===== src/rtl/fmap_stream_reader.sv =====
// ---------------------------------------------------------------------------
// fmap_stream_reader
//
// Reads one pooled feature map out of a BRAM that stores it channel-major
// (addr = c*FM_HEIGHT*FM_WIDTH + h*FM_WIDTH + w) and streams it out in HWC
// order (c fastest, then w, then h) on a valid/ready interface.
//
// Reads are issued only when the prefetch FIFO is guaranteed to have room
// for the returning word, so returned data never needs to be dropped and the
// BRAM never needs to be stalled. With m_ready held high the stream runs at
// one beat per cycle.
//
// Ports
//   clk       clock
//   rst       asynchronous, active-high reset
//   start     begin one frame (ignored unless idle)
//   busy      frame in progress
//   done      one-cycle pulse the cycle after the final beat is accepted
//   mem_en    BRAM read enable
//   mem_addr  BRAM read address (valid together with mem_en)
//   mem_dout  BRAM read data, valid RD_LATENCY cycles after mem_en
//   m_valid   stream element valid
//   m_ready   downstream accept
//   m_data    stream element
//   m_last    final element of the frame
//
// The total read count CHANNELS*FM_HEIGHT*FM_WIDTH must fit in ADDR_WIDTH
// address bits.
// ---------------------------------------------------------------------------
module fmap_stream_reader #(
   parameter int DATA_WIDTH = 8,
   parameter int CHANNELS   = 32,
   parameter int FM_HEIGHT  = 14,
   parameter int FM_WIDTH   = 16,
   parameter int ADDR_WIDTH = 13,
   parameter int RD_LATENCY = 2,
   parameter int FIFO_DEPTH = 4
) (
   input  logic                         clk,
   input  logic                         rst,
   input  logic                         start,
   output logic                         busy,
   output logic                         done,
   output logic                         mem_en,
   output logic [ADDR_WIDTH-1:0]        mem_addr,
   input  logic signed [DATA_WIDTH-1:0] mem_dout,
   output logic                         m_valid,
   input  logic                         m_ready,
   output logic signed [DATA_WIDTH-1:0] m_data,
   output logic                         m_last
);

   localparam int CW    = (CHANNELS  > 1) ? $clog2(CHANNELS)  : 1;
   localparam int WW    = (FM_WIDTH  > 1) ? $clog2(FM_WIDTH)  : 1;
   localparam int HW    = (FM_HEIGHT > 1) ? $clog2(FM_HEIGHT) : 1;
   localparam int PW    = (FIFO_DEPTH > 1) ? $clog2(FIFO_DEPTH) : 1;
   localparam int FCW   = $clog2(FIFO_DEPTH + 1);
   localparam int PLANE = FM_HEIGHT * FM_WIDTH;

   typedef enum logic [1:0] {
      IDLE  = 2'd0,
      RUN   = 2'd1,
      DRAIN = 2'd2
   } state_t;

   state_t state_q, state_d;

   // read-side position counters
   logic [CW-1:0] c_q;
   logic [WW-1:0] w_q;
   logic [HW-1:0] h_q;
   logic          c_wrap, w_wrap, h_wrap, last_rd;
   logic [31:0]   addr_full;

   // read latency tracking: bit k set means a read was issued k cycles ago
   logic [RD_LATENCY:1] vld_pipe;
   logic [RD_LATENCY:1] last_pipe;
   int                  inflight;
   logic                room;
   logic                issue;

   // prefetch FIFO
   logic [DATA_WIDTH-1:0] fifo_data [FIFO_DEPTH];
   logic [FIFO_DEPTH-1:0] fifo_last;
   logic [PW-1:0]         wr_ptr, rd_ptr;
   logic [FCW-1:0]        fifo_count;
   logic                  fifo_wr;
   logic                  pop;
   logic                  done_q;

   function automatic logic [PW-1:0] ptr_inc(input logic [PW-1:0] p);
      return (p == PW'(FIFO_DEPTH - 1)) ? '0 : p + 1'b1;
   endfunction

   // ------------------------------------------------------------------
   // FSM: state register
   // ------------------------------------------------------------------
   always_ff @(posedge clk or posedge rst) begin
      if (rst) state_q <= IDLE;
      else     state_q <= state_d;
   end

   // ------------------------------------------------------------------
   // FSM: next state
   // ------------------------------------------------------------------
   always_comb begin
      state_d = state_q;
      case (state_q)
         IDLE:    if (start)           state_d = RUN;
         RUN:     if (issue && last_rd) state_d = DRAIN;
         DRAIN:   if (pop && m_last)    state_d = IDLE;
         default:                       state_d = IDLE;
      endcase
   end

   // ------------------------------------------------------------------
   // FSM: outputs
   // ------------------------------------------------------------------
   always_comb begin
      busy   = 1'b0;
      mem_en = 1'b0;
      case (state_q)
         RUN: begin
            busy   = 1'b1;
            mem_en = room;
         end
         DRAIN:   busy = 1'b1;
         default: ;
      endcase
   end

   assign issue = mem_en;
   assign done  = done_q;

   // ------------------------------------------------------------------
   // Occupancy: words in the FIFO plus words still coming back from the
   // BRAM. Issuing only below FIFO_DEPTH means every returned word has a
   // slot waiting for it, whatever the downstream does meanwhile.
   // ------------------------------------------------------------------
   always_comb begin
      inflight = 0;
      for (int k = 1; k <= RD_LATENCY; k++)
         inflight = inflight + int'(vld_pipe[k]);
   end

   assign room = (int'(fifo_count) + inflight) < FIFO_DEPTH;

   // ------------------------------------------------------------------
   // Read counters, c innermost so the BRAM is walked in HWC order
   // ------------------------------------------------------------------
   assign c_wrap  = (c_q == CW'(CHANNELS - 1));
   assign w_wrap  = (w_q == WW'(FM_WIDTH - 1));
   assign h_wrap  = (h_q == HW'(FM_HEIGHT - 1));
   assign last_rd = c_wrap & w_wrap & h_wrap;

   always_ff @(posedge clk or posedge rst) begin
      if (rst) begin
         c_q <= '0;
         w_q <= '0;
         h_q <= '0;
      end else if (state_q == IDLE && start) begin
         c_q <= '0;
         w_q <= '0;
         h_q <= '0;
      end else if (issue) begin
         if (c_wrap) begin
            c_q <= '0;
            if (w_wrap) begin
               w_q <= '0;
               h_q <= h_wrap ? '0 : h_q + 1'b1;
            end else begin
               w_q <= w_q + 1'b1;
            end
         end else begin
            c_q <= c_q + 1'b1;
         end
      end
   end

   // channel-major address, formed at 32 bits and truncated to the port
   assign addr_full = 32'(c_q) * 32'(PLANE) + 32'(h_q) * 32'(FM_WIDTH) + 32'(w_q);
   assign mem_addr  = addr_full[ADDR_WIDTH-1:0];

   // ------------------------------------------------------------------
   // Read latency shift register; the last flag travels with its read
   // ------------------------------------------------------------------
   always_ff @(posedge clk or posedge rst) begin
      if (rst) begin
         vld_pipe  <= '0;
         last_pipe <= '0;
      end else begin
         vld_pipe[1]  <= issue;
         last_pipe[1] <= issue & last_rd;
         for (int k = 2; k <= RD_LATENCY; k++) begin
            vld_pipe[k]  <= vld_pipe[k-1];
            last_pipe[k] <= last_pipe[k-1];
         end
      end
   end

   // ------------------------------------------------------------------
   // Prefetch FIFO
   // ------------------------------------------------------------------
   assign fifo_wr = vld_pipe[RD_LATENCY];
   assign m_valid = (fifo_count != '0);
   assign pop     = m_valid & m_ready;

   // storage needs no reset: nothing is visible until fifo_count says so
   always_ff @(posedge clk) begin
      if (fifo_wr) fifo_data[wr_ptr] <= mem_dout;
   end

   always_ff @(posedge clk or posedge rst) begin
      if (rst) begin
         wr_ptr     <= '0;
         rd_ptr     <= '0;
         fifo_count <= '0;
         fifo_last  <= '0;
      end else begin
         if (fifo_wr) begin
            fifo_last[wr_ptr] <= last_pipe[RD_LATENCY];
            wr_ptr            <= ptr_inc(wr_ptr);
         end
         if (pop) rd_ptr <= ptr_inc(rd_ptr);
         case ({fifo_wr, pop})
            2'b10:   fifo_count <= fifo_count + 1'b1;
            2'b01:   fifo_count <= fifo_count - 1'b1;
            default: fifo_count <= fifo_count;
         endcase
      end
   end

   // outputs are forced to zero when empty so reset shows clean zeros
   assign m_data = m_valid ? fifo_data[rd_ptr] : '0;
   assign m_last = m_valid & fifo_last[rd_ptr];

   // done lands the cycle after the final beat transfers
   always_ff @(posedge clk or posedge rst) begin
      if (rst) done_q <= 1'b0;
      else     done_q <= pop & m_last;
   end

endmodule

===== config.mk =====
export PLATFORM = sky130hd
export DESIGN_NAME = fmap_stream_reader
export DESIGN_NICKNAME = d
export VERILOG_FILES = /design/src/rtl/fmap_stream_reader.sv
export SDC_FILE = /design/constraint.sdc
export NUM_CORES = 1
export LEC_CHECK = 0
export ABC_AREA = 1
export CAP_MARGIN = 20
export CELL_PAD_IN_SITES_DETAIL_PLACEMENT = 0
export CELL_PAD_IN_SITES_GLOBAL_PLACEMENT = 1
export CORE_UTILIZATION = 30
export DETAILED_ROUTE_END_ITERATION = 10
export PLACE_DENSITY_LB_ADDON = 0.1
export SLEW_MARGIN = 20
export SYNTH_ARGS = -nofsm -noshare
export SYNTH_HDL_FRONTEND = slang
export SYNTH_SLANG_ARGS = --single-unit

===== constraint.sdc =====
create_clock -name clk -period 4 [get_ports clk]
set_input_delay 0.8 -clock clk [delete_from_list [all_inputs] [get_ports clk]]
set_output_delay 0.8 -clock clk [all_outputs]
set_load 0.05 [all_outputs]

### Yosys cells after proc, flatten, opt, wreduce, memory -nomap -nowiden

Memories as Yosys holds them, arrays and structs flattened.
Index checks and enable logic that the tools add are counted.

| storage, ports and cells | value |
|---|---|
| bits in registers | 31 |
| memory bits (writable) | 32 |
| logic and storage cells | 89 |
| memories | 1 |

Memory list:

| name | depth | width | rd ports | clocked after Yosys merged registers in | wr ports | RTL line | RTL |
|---|---|---|---|---|---|---|---|
| fifo_data | 4 | 8 | 1 | 0 | 1 | 83 | `logic [DATA_WIDTH-1:0] fifo_data [FIFO_DEPTH];` |

| operators by class | value |
|---|---|
| add/sub/neg operators | 11 |
| multiply operators | 1 |
| $lt $le $gt $ge | 4 |
| equal/unequal tests | 12 |
| mux-type cells | 29 |
| bitwise gates (word level) | 6 |
| reduce and logical (&&, ||, !) cells | 14 |

Operators with widths:

| operator | number |
|---|---|
| 4-bit two-way mux | 9 |
| 5-bit two-way mux | 3 |
| 13-bit by 4-bit adder with 13-bit output | 1 |
| 13-bit by 8-bit adder with 13-bit output | 1 |
| 2-bit two-way mux | 5 |
| 4-bit by 1-bit adder with 4-bit output, second input constant | 2 |
| 2-bit == test, second input constant | 4 |
| 4-bit == test, second input constant | 2 |
| 5-bit by 3-bit multiplier with 8-bit output, second input constant | 1 |
| 8-bit two-way mux | 1 |
| 2-bit nonzero test | 4 |
| 1-bit bitwise AND | 6 |
| 2-bit by 3-bit < comparator with 1-bit output, second input constant | 2 |
| 1-bit two-way mux | 6 |
| 2-bit != test, second input constant | 3 |
| 2-bit case mux with 3 select lines | 1 |
| 3-bit case mux with 2 select lines | 1 |
| 3-bit AND reduction | 2 |
| 5-bit by 1-bit adder with 5-bit output, second input constant | 1 |
| 5-bit == test, second input constant | 1 |
| 2-bit by 1-bit adder with 2-bit output, second input constant | 2 |
| 3-bit by 2-bit adder with 4-bit output | 1 |
| 4-bit bitwise mux | 1 |
| 2-bit by 1-bit == test with 1-bit output, second input constant | 2 |
| other kinds (12) | 15 |

### Logic depth before layout (Yosys ltp)

| depth | value |
|---|---|
| depth in word-level cells | 7 |
| gate-level depth with buffers | 11 |
| mapped depth without buffers | 11 |

### Worst setup path before layout

Ideal clock, no wire load.

| timing path | value |
|---|---|
| path kind | flip-flop to output port |
| start point | reg c_q[2] |
| end point | out mem_addr[11] |
| arrival time | 2.825 ns |
| setup slack | 0.375 ns |
| cell stages (with the launch flop) | 9 |
| path through | dfrtp_1 > fa_1 > ha_1 > fa_1 > inv_1 > nor2_1 > nand2_1 > nor2_1 > xor2_1 |

| between the ends | value |
|---|---|
| cells in the longest elaborated chain, start to end | 3 |

Ends and longest elaborated chain:

| element | RTL line | RTL |
|---|---|---|
| from (decl) | 69 | `logic [CW-1:0] c_q;` |
| from (signal assigned) | 175 | `c_q <= c_q + 1'b1;` |
| 5-bit by 3-bit multiplier with 8-bit output | 181 | `assign addr_full = 32'(c_q) * 32'(PLANE) + 32'(h_q) * 32'(FM_WIDTH) + 32'(w_q);` |
| 13-bit by 8-bit adder with 13-bit output | 181 |  |
| 13-bit by 4-bit adder with 13-bit output | 181 |  |
| to (decl) | 45 | `output logic [ADDR_WIDTH-1:0] mem_addr,` |

Every way passes these cells.

### Final worst setup path

| timing path | value |
|---|---|
| start point | reg c_q[0] |
| end point | out mem_addr[7] |

Same word-level chain as after synthesis.

==> out/qor.log <==
qor: worst_setup_path.cp.required 3200 ps
qor: pwr.power.combinational.fraction 50.6%
qor: timing.rsz0062_at_grt false
qor: global_route.number_of_global_route_vias_before_repair 2464
qor: layout.finish.utilization 38.36%
qor: timing.worst_slew_pin_slew 672.0 ps
qor: layout.areaGrowthSynthToFinish 24.00%
qor: floorplan.dieArea 11660 um2
qor: status.run_status completed
qor: worst_setup_path.critical_path.startpoint_type register
qor: run.timing.max_cap.violations 0
qor: worst_setup_path.timing.critical_path.max_delay_family adder cells
qor: timing.maxSlewHeadroom 55.15%
qor: global_route.grt_antenna_before_repair 0
qor: worst_setup_path.path_buf_inv 1
qor: clocking.cts_root_buf sky130_fd_sc_hd__clkbuf_8
qor: logic_synthesis.synth_top_flop_cell sky130_fd_sc_hd__edfxtp_1
qor: timing.period_needed 3686 ps
qor: timing.timing.clock.skew 10.43 ps
qor: layout.layout_commonest_cell sky130_fd_sc_hd__nand2_1
qor: global_route.largest_net_degree_at_the_start_of_global_routing 20
qor: logic_synthesis.synthDistinctLibCells 28
qor: worst_setup_path.cpMaxStageDelayCell sky130_fd_sc_hd__clkdlybuf4s50_1
qor: clocking.clkTransAtPathRegs 80 ps
qor: pwr.p_clk_share 21.0%
qor: placed_design.dp.final_hpwl 4.996 mm
qor: layout.fin_nets 437
qor: logic_synthesis.combinational_family_with_the_most_area_after_synthesis simple AND/OR/NAND/NOR gates
qor: timing.finalSetupViolations 0
qor: pwr.vdd_ir_drop_max 0.2825 mV
qor: global_route.wire_length_of_the_first_global_routing_pass 12.00 mm
qor: clocking.cts-hold-fix-buffers 0
qor: floorplan.dieWidth 108.0 um
qor: route.drt-vias-per-instance 4.451
qor: worst_setup_path.worst_path_largest_cell_delay 810 ps
qor: route.post-route-drc-count 0
qor: clocking.clock_tree.buffer_depth 2
qor: logic_synthesis.compound_cell_area_share_of_the_yosys_netlist 9.547%
qor: floorplan.die_y 108.0 um
qor: timing.period_utilization_post_route 92.15%
qor: placed_design.post-place-cells 520
qor: clocking.clkSinkCount 63
qor: worst_setup_path.path_cells fa_1 > ha_1 > ha_1 > xor2_1 > clkdlybuf4s50_1
qor: timing.hold_ws 349.2 ps
qor: layout.final_cell_mix sky130_fd_sc_hd__nand2_1, sky130_fd_sc_hd__nor2_1, sky130_fd_sc_hd__inv_1, sky130_fd_sc_hd__o21ai_0
qor: clocking.cts_max_level 3
qor: clocking.cts_tree done
qor: floorplan.std_cell_rows 38
qor: logic_synthesis.synth-simple-area-share 15.97%
qor: pwr.power_density 797.6 nW/um2
qor: logic_synthesis.postSynthCellCount 345
qor: worst_setup_path.worstPathMaxFanout 5
qor: worst_setup_path.worst-endpoint-arrival 2890 ps
qor: logic_synthesis.synth.net_count 391
qor: layout.finalNonFillerCells 536
qor: logic_synthesis.synth_seq_cells 63
qor: logic_synthesis.synth_seq_area_share 51.56%
qor: timing.final-max-slew-violation-count 0
qor: logic_synthesis.synth_area 3368 um2
qor: placed_design.place.port_buffers 37
qor: pwr.seq_power_share 28.4%
qor: worst_setup_path.timing.critical_path.mode_cell sky130_fd_sc_hd__ha_1
qor: clocking.post_cts_buffers 0
qor: layout.share_of_cells_above_drive_strength_1 8.081%
qor: logic_synthesis.synth.yosys.warnings 0
qor: global_route.overflow 0
qor: worst_hold_path.timing.hold.worst.class reg2reg
qor: worst_setup_path.setup.worst_path.class reg2out
qor: layout.num_antenna_cells 0
qor: route.drt_iter0_drc 103
qor: pwr.p_sw_share 46.17%
qor: logic_synthesis.yosys.area_share.xor_xnor 2.860%
qor: logic_synthesis.asyncSetResetFlopFracSynth 49.21%
qor: placed_design.final_weighted_congestion_of_routability_driven_global_placement 0.7141
qor: logic_synthesis.synth_edf_count 32
qor: pwr.intPower 1.793 mW
qor: logic_synthesis.avgSynthCellArea 9.763 um2
qor: floorplan.design.core.area 10890 um2
qor: pwr.net-switching-power 1.538 mW
qor: timing.fmax 0.2713 GHz
qor: logic_synthesis.synth_mux_area_share 0.2972%
qor: floorplan.design.portCount 38
qor: route.wl_per_cell 13.13 um
qor: pwr.p_leak 1.875 nW
qor: route.detailroute.via_count 2386
qor: layout.filler_cells_inserted 1119
qor: clocking.cts_buffers 9
qor: route.firstDrtPassIters 4
qor: layout.postLayoutCellArea 4177 um2
qor: timing.final-hold-violation-count 0
qor: route.route.final.wire_length 7.038 mm
qor: worst_setup_path.worst_setup_path_end_kind output pin
qor: timing.totalNegativeSetupSlack 0 ps
qor: route.antenna_violating_nets_post_route 0
qor: clocking.clock_insertion_delay_worst_skew 340 ps
qor: global_route.globalRouteTotalUtil 13.71%
qor: floorplan.initial_utilization 30.94%
qor: logic_synthesis.synth_adder_area_share 14.19%
qor: placed_design.post_dp_cell_area 3925 um2
==> through the flow <==
step                      total power, mW  setup slack (ps)
final                               3.331             314.0
after global routing                3.570             78.16
after CTS                           3.388             49.85
after detailed placement            2.673             438.8
after global placement              2.672             461.5
after floorplan                     2.157             374.8
==> cell families after synthesis <==
family / Yosys count
and+or+nand+nor: 130
DFF: 63
AOI/OAI and AO/OA: 60
buffers and inverters: 46
adders and majority gates: 34
xor gates and xnor gates: 11
muxes: 1
==> registers in the layout, summed over array words and instances, names as in the netlist <==
name        cells
fifo_count      3
state_q         2
wr_ptr          2
rd_ptr          2
h_q             4
w_q             4
vld_pipe        2
fifo_last       4
done            1
c_q             5
fifo_data      32
last_pipe       2
==> per-layer routing <==
metal	wire length [um]	up-vias	global-route usage (%)
met3	197	9	2.954
met5	0	-	0
met1	3316	1113	17.37
met2	3431	31	22.93
met4	93	0	4.990
li1	-	1233	-
==> synth_stat cells (2+ instances only) <==
master / count / area [um2]
sky130_fd_sc_hd__edfxtp_1: 32 / 960.9
sky130_fd_sc_hd__ha_1: 27 / 337.8
sky130_fd_sc_hd__a21oi_1: 16 / 80.08
sky130_fd_sc_hd__xnor2_1: 4 / 35.03
sky130_fd_sc_hd__inv_1: 36 / 135.1
sky130_fd_sc_hd__clkbuf_1: 2 / 7.510
sky130_fd_sc_hd__nor2_1: 46 / 172.7
sky130_fd_sc_hd__nand2_2: 3 / 18.77
sky130_fd_sc_hd__nand2_1: 57 / 214.0
sky130_fd_sc_hd__buf_2: 3 / 15.01
sky130_fd_sc_hd__o21ai_0: 34 / 170.2
sky130_fd_sc_hd__fa_1: 7 / 140.1
sky130_fd_sc_hd__o21ai_1: 6 / 30.03
sky130_fd_sc_hd__xor2_1: 7 / 61.31
sky130_fd_sc_hd__nand4_1: 6 / 37.54
sky130_fd_sc_hd__nand3_1: 16 / 80.08
sky130_fd_sc_hd__inv_2: 2 / 7.510
sky130_fd_sc_hd__dfrtp_1: 31 / 775.7
==> layout make-up <==
| type | count | area, um2 | area share [%] |
|---|---|---|---|
| multi-input cells | 236 | 1444 | 34.57 |
| inverters | 39 | 146.4 | 3.505 |
| clock inverters | 7 | 125.1 | 2.996 |
| clock buffers | 9 | 123.9 | 2.966 |
| flip-flops and latches | 63 | 1737 | 41.58 |
| well taps | 140 | 175.2 | 4.194 |
| repair buffers | 42 | 425.4 | 10.19 |
==> repair_timing <==
item                                    4_1_cts  5_1_grt
gates resized for setup                       0        1
endpoints found under the setup margin        0        1
hold endpoints to repair                      0        0
==> path summary, 6_finish.rpt <==
| path | end | from | slack, ps | cells past startpoint |
|---|---|---|---|---|
| worst min register to register | last_pipe[2]$_DFF_PP0_ | last_pipe[1]$_DFF_PP0_ | 350 | 0 |
| worst max register to register | fifo_count[2]$_DFFE_PP0P_ | fifo_count[1]$_DFFE_PP0P_ | 1990 | 10 |
| worst max-delay path | mem_addr[7] | c_q[0]$_DFFE_PP0P_ | 310 | 5 |
| max in group asynchronous | fifo_last[3]$_DFFE_PP0P_ | rst | 2460 | 3 |
| worst min-delay path | last_pipe[2]$_DFF_PP0_ | last_pipe[1]$_DFF_PP0_ | 350 | 0 |
| min in group asynchronous | h_q[2]$_DFFE_PP0P_ | rst | 860 | 2 |
==> power by group through the flow <==
stage	registers, mW	logic (mW)	clock network [mW]
finish	0.946	1.69	0.699
CTS	0.952	1.72	0.718
floorplan	0.977	1.18	0
global route	0.976	1.85	0.744
detailed placement	0.963	1.71	0
global placement	0.963	1.71	0
Note: power is estimated with default switching activity, not from simulation.
